===== config.mk =====
export PLATFORM = sky130hd
export DESIGN_NAME = intr_ctrl
export DESIGN_NICKNAME = d
export VERILOG_FILES = /design/src/rtl/intr_pkg.sv /design/src/rtl/intr_timer.sv /design/src/rtl/intr_ctrl.sv
export SDC_FILE = /design/constraint.sdc
export NUM_CORES = 1
export LEC_CHECK = 0
export CAP_MARGIN = 25
export CORE_MARGIN = 1.5
export CORE_UTILIZATION = 24
export DETAILED_ROUTE_END_ITERATION = 8
export SLEW_MARGIN = 20
export SYNTH_ARGS = -nofsm -noshare
export SYNTH_HDL_FRONTEND = slang
export SYNTH_HIERARCHICAL = 1
export SYNTH_SLANG_ARGS = --single-unit

===== constraint.sdc =====
create_clock -name clk -period 5.5 [get_ports clk]
set_clock_uncertainty 0.2 [all_clocks]
set_input_delay 1.1 -clock clk [delete_from_list [all_inputs] [get_ports clk]]
set_output_delay 1.1 -clock clk [all_outputs]
set_load 0.01 [all_outputs]

===== src/rtl/intr_pkg.sv =====
// rtl/intr_pkg.sv - shared constants and types for the interrupt/timer controller
package intr_pkg;

    localparam logic [13:0] CSR_ECFG  = 14'h004;
    localparam logic [13:0] CSR_ESTAT = 14'h005;
    localparam logic [13:0] CSR_TCFG  = 14'h041;
    localparam logic [13:0] CSR_TVAL  = 14'h042;
    localparam logic [13:0] CSR_TICLR = 14'h044;

    localparam int IS_SWI0 = 0;
    localparam int IS_HWI0 = 2;
    localparam int IS_TI   = 11;
    localparam int IS_IPI  = 12;

    localparam logic [12:0] LIE_MASK = 13'h1BFF;

    typedef enum logic [1:0] {
        T_IDLE,
        T_RUN,
        T_DONE
    } timer_state_t;

endpackage


===== src/rtl/intr_timer.sv =====
// rtl/intr_timer.sv - TCFG/TVAL down-counter with one-cycle expiry pulse
module intr_timer
    import intr_pkg::*;
#(
    parameter int TIMER_W = 32
) (
    input  logic               clk,
    input  logic               resetn,
    input  logic               tcfg_we,
    input  logic [TIMER_W-1:0] tcfg_new,
    output logic [TIMER_W-1:0] tcfg,
    output logic [TIMER_W-1:0] tval,
    output logic               expire
);

    timer_state_t       state;
    logic [TIMER_W-1:0] reload;
    logic [TIMER_W-1:0] reload_new;

    assign reload     = {tcfg[TIMER_W-1:2], 2'b00};
    assign reload_new = {tcfg_new[TIMER_W-1:2], 2'b00};

    // A TCFG write in the same cycle rearms the counter and suppresses the expiry.
    assign expire = (state == T_RUN) && (tval == '0) && !tcfg_we;

    always_ff @(posedge clk or negedge resetn) begin
        if (!resetn) begin
            state <= T_IDLE;
            tcfg  <= '0;
            tval  <= '0;
        end else if (tcfg_we) begin
            tcfg  <= tcfg_new;
            tval  <= reload_new;
            state <= tcfg_new[0] ? T_RUN : T_IDLE;
        end else if (state == T_RUN) begin
            if (tval == '0) begin
                if (tcfg[1]) begin
                    tval <= reload;
                end else begin
                    state <= T_DONE;
                end
            end else begin
                tval <= tval - TIMER_W'(1);
            end
        end
    end

endmodule


===== src/rtl/intr_ctrl.sv =====
// rtl/intr_ctrl.sv - ECFG/ESTAT/TCFG/TVAL/TICLR owner and interrupt request generation
module intr_ctrl
    import intr_pkg::*;
#(
    parameter int HW_INT_NUM = 8,
    parameter int TIMER_W    = 32
) (
    input  logic                  clk,
    input  logic                  resetn,
    input  logic [HW_INT_NUM-1:0] hw_int_in,
    input  logic                  ipi_int_in,
    input  logic                  crmd_ie,
    input  logic [13:0]           csr_num,
    input  logic                  csr_we,
    input  logic [31:0]           csr_wmask,
    input  logic [31:0]           csr_wvalue,
    output logic                  intr_hit,
    output logic [31:0]           intr_rvalue,
    output logic                  has_int,
    output logic                  timer_irq
);

    logic [12:0]           lie;
    logic [1:0]            swi;
    logic                  ti;
    logic [HW_INT_NUM-1:0] hw_s1, hw_s2;
    logic                  ipi_s1, ipi_s2;
    logic [12:0]           is_vec;
    logic [TIMER_W-1:0]    tcfg, tval, tcfg_new;
    logic                  expire, tcfg_we, ticlr_clr;

    assign tcfg_we   = csr_we && (csr_num == CSR_TCFG);
    assign ticlr_clr = csr_we && (csr_num == CSR_TICLR) && csr_wvalue[0] && csr_wmask[0];
    assign tcfg_new  = (tcfg & ~csr_wmask[TIMER_W-1:0]) | (csr_wvalue[TIMER_W-1:0] & csr_wmask[TIMER_W-1:0]);

    intr_timer #(.TIMER_W(TIMER_W)) u_timer (
        .clk      (clk),
        .resetn   (resetn),
        .tcfg_we  (tcfg_we),
        .tcfg_new (tcfg_new),
        .tcfg     (tcfg),
        .tval     (tval),
        .expire   (expire)
    );

    always_ff @(posedge clk or negedge resetn) begin
        if (!resetn) begin
            lie    <= '0;
            swi    <= '0;
            ti     <= 1'b0;
            hw_s1  <= '0;
            hw_s2  <= '0;
            ipi_s1 <= 1'b0;
            ipi_s2 <= 1'b0;
        end else begin
            hw_s1  <= hw_int_in;
            hw_s2  <= hw_s1;
            ipi_s1 <= ipi_int_in;
            ipi_s2 <= ipi_s1;
            if (csr_we && (csr_num == CSR_ECFG)) begin
                lie <= ((lie & ~csr_wmask[12:0]) | (csr_wvalue[12:0] & csr_wmask[12:0])) & LIE_MASK;
            end
            if (csr_we && (csr_num == CSR_ESTAT)) begin
                swi <= (swi & ~csr_wmask[1:0]) | (csr_wvalue[1:0] & csr_wmask[1:0]);
            end
            // Expiry beats a simultaneous TICLR clear.
            if (expire) begin
                ti <= 1'b1;
            end else if (ticlr_clr) begin
                ti <= 1'b0;
            end
        end
    end

    always_comb begin
        is_vec                          = '0;
        is_vec[IS_SWI0 +: 2]            = swi;
        is_vec[IS_HWI0 +: HW_INT_NUM]   = hw_s2;
        is_vec[IS_TI]                   = ti;
        is_vec[IS_IPI]                  = ipi_s2;
    end

    always_comb begin
        intr_hit    = 1'b1;
        intr_rvalue = '0;
        case (csr_num)
            CSR_ECFG:  intr_rvalue = 32'(lie);
            CSR_ESTAT: intr_rvalue = 32'(is_vec);
            CSR_TCFG:  intr_rvalue = 32'(tcfg);
            CSR_TVAL:  intr_rvalue = 32'(tval);
            CSR_TICLR: intr_rvalue = '0;
            default:   intr_hit    = 1'b0;
        endcase
    end

    assign has_int   = crmd_ie & |(is_vec & lie);
    assign timer_irq = ti;

endmodule


==> out/summary.txt <==
Status = finished, final reports clean
Dpl cells = 1,066
Final WL = 20.4 mm
Critical path cell sequence = clkdlybuf4s50_1 -> or4b_2 -> nor4_2 -> buf_4 -> a22o_1 -> clkdlybuf4s50_1
Clock tree buffer depth = 2
Maximum clock rate = 200 MHz
CTS tree = built
GRT overflow = 0
Power Density = 187 nW/um^2
Syn avg cell area = 9.77 sq um
Slew Limit Fails = 0
Hold endpoint = hw_s2[1]$_DFF_PN0_
Slowest cell delay on critical path = 0.69 ns
Worst Tran Pin Value = 0.988 ns
Root buffer cell = clkbuf_16
Reg2Reg Setup Slack = 1.73 ns
Syn Std Cell Area = 6240 sq um
Critical path's slowest cell = or4b_2
Slew HR = 33.9%
Detailed placer's ending HPWL = 15.2 mm
Setup TNS = 0 ns
Reg2Reg Capture Point = u_timer/tval[23]$_DFFE_PN0P_
Pin count of the biggest net entering global routing = 70
I/O Buffers = 125
WHS Path Cells = 0
Post-CTS setup buffers = 0
Syn-to-layout area delta = 29.5%
Row cnt = 58
Lkg Pwr = 3.09 nW
Initial core utilization = 24.7%
Synthesized Nets = 732
Gpl congestion = 0.834
All-layer global routing usage = 15.2%
Global-route wire length before repair = 31.8 mm
Core area = 25,300 sq um
Worst Path Buf+Inv = 3
Wire length per cell = 18.8 microns
Post-Layout Cell Count = 1,082
Worst setup EP type = output pin
Antenna Cells = 0
Clock Latency Late Sink = 0.34 ns
Sink Count = 99
Critical path depth = 6
Final worst path period share = 91.0%
Hold WC Path Type = flip-flop to flip-flop
Final hold viol count = 0
Critical-path maximum fanout = 21
RSZ-0062 raised after global routing = false
Seq/Total Area, Yosys = 39.7%
Layout net count = 840
Required @ worst endpoint = 4.20 ns
Yosys warns = 6
Die ar. = 27,000 sq um
FF-to-FF Start = u_timer/tval[6]$_DFFE_PN0P_
Vias in the first global route = 5,670
Share of layout cells above drive strength 1 = 15.8%
Yosys cell types = 67
H-Tree Depth = 3
Path depth of the worst reg2reg path = 7
Reg clk slew, reported paths = 0.08 ns
Ys async rst share = 100%
Max Cap Violations = 0
Initial antenna violation count = 0
DRT antenna net count = 0
Mapped Cells = 639
Hold buffers post-CTS = 0
Kind of start point of the critical path = primary input
Critical Path AT = 3.70 ns
DR iter-0 viols = 468
Top Family by Delay on Critical Path = buffers and inverters
Chip width = 164 microns
DRC errors left = 0
Kind of critical path = primary input to output pin
Via density = 5.27
Cts bufs inserted = 9
Via Count = 5,697
DR pass1 iterations = 5
Main synth FF type = dfrtp_1
Hold_sp = hw_s1[1]$_DFF_PN0_
Die H = 164 microns
Min Tclk post-route = 5.00 ns
Final setup viols = 0
Cell mode on critical path = clkdlybuf4s50_1
EDFF count, synth = 0
# IOs = 126
FF+latch count, synth = 99
Post-CTS resize count = 0
Max rail drop VDD = 0.000194 V
[power by group]
| part | switching, mW | internal, mW |
|---|---|---|
| Combinational | 0.0554 | 0.0802 |
| Sequential | 0.00357 | 0.735 |
| Clock | 0.308 | 0.330 |
| Total | 0.367 | 1.14 |
[worst max path at each step]
| stage | slack (ns) | end | from |
|---|---|---|---|
| 2_1_floorplan | 1.52 | u_timer/tcfg[1]$_DFFE_PN0P_ | csr_num[9] |
| 3_3_place_gp | 0.50 | intr_rvalue[15] | csr_num[6] |
| 3_5_place_dp | 0.53 | intr_rvalue[10] | csr_num[6] |
| 4_1_cts | 0.50 | intr_rvalue[16] | csr_num[6] |
| 5_1_grt | 0.40 | intr_rvalue[16] | csr_num[3] |
| 6_report | 0.50 | intr_rvalue[16] | csr_num[6] |
[through the flow]
stage | util, % | power, mW | instance area (sq um) | hold slack, ns | setup slack (ns)
after floorplan | - | 0.789 | 6240 | 0.131 | 1.52
after global placement | 30.8 | 0.889 | 7790 | 0.133 | 0.495
after detailed placement | 30.8 | 0.889 | 7790 | 0.136 | 0.527
after CTS | 31.9 | 1.52 | 8090 | 0.154 | 0.498
after global routing | 31.9 | 1.56 | 8090 | 0.161 | 0.398
final | 31.9 | 1.51 | 8090 | 0.151 | 0.496
[worst register-to-register path, stage by stage, from the launching register on]
cell	delay, ns
dfrtp_1	0.50
nor4_4	0.48
and2_1	0.50
nand3_1	0.59
o22ai_1	0.72
buf_4	0.35
o21ai_0	0.11
a22o_1	0.20
[cells in the mapped netlist, drive strengths merged (3+ instances only)]
master | number | area share, %
mux2 | 60 | 11
a221oi | 4 | 0.56
a211oi | 5 | 0.60
a22oi | 31 | 3.7
a31oi | 8 | 0.80
a21oi | 17 | 1.4
or3 | 13 | 1.3
clkbuf | 22 | 1.3
or2 | 3 | 0.30
nand2 | 46 | 2.8
and3 | 3 | 0.30
and2 | 6 | 0.60
dfrtp | 99 | 40
nor4 | 28 | 3.9
buf | 22 | 2.7
nand4 | 9 | 0.90
a22o | 29 | 4.1
xnor2 | 7 | 0.98
o22ai | 15 | 1.5
o311ai | 6 | 0.84
or4bb | 13 | 2.3
inv | 26 | 1.6
or4b | 5 | 0.80
nor3 | 20 | 1.9
or4 | 11 | 1.5
o21ai | 40 | 3.2
nand3 | 18 | 1.6
mux2i | 4 | 0.64
nor2b | 5 | 0.50
o211ai | 3 | 0.36
nor2 | 26 | 1.6
o31ai | 5 | 0.60
[logic make-up (layout without fill, tap and decap cells)]
| group | count (synthesis) | in the layout | synth area share (%) |
|---|---|---|---|
| fa+ha+maj | 2 | 2 | 0.401 |
| mux | 64 | 64 | 11.5 |
| flops | 99 | 99 | 39.7 |
| xor+xnor | 8 | 8 | 1.12 |
| simple gates | 213 | 213 | 21.2 |
| buf+inv | 70 | 183 | 5.57 |
| compound gates | 183 | 183 | 20.5 |
[final cells by class]
cell class / count / area, sq um
timing repair buffer: 141 / 1370
fill: 2553 / 17200
tap: 330 / 413
clock buffer: 10 / 239
clock inverter: 6 / 55.1
sequential: 99 / 2480
inverter: 26 / 97.6
multi-input combinational: 470 / 3430
[placed cells by master (no fill, tap or decap), types with 8 or more instances in the layout]
cell             instances
nand4_1                  9
a21oi_1                 16
nand3_1                 16
inv_1                   26
o22ai_1                 15
a22o_1                  29
buf_4                   17
or3_1                   13
a22oi_1                 31
clkbuf_16                9
o21ai_0                 39
nor2_1                  26
clkdlybuf4s50_1        124
a31oi_1                  8
nand2_1                 45
dfrtp_1                 99
nor3_1                  18
nor4_1                  22
mux2_2                  60
or4bb_1                 13
[routing by layer]
layer  global-route usage [%]  routed length [microns]
met5                        0                        0
met4                     5.58                      546
met3                     2.35                     1070
met2                     24.9                     9780
met1                     20.1                     8980
Power figures use the tool's default switching activity.
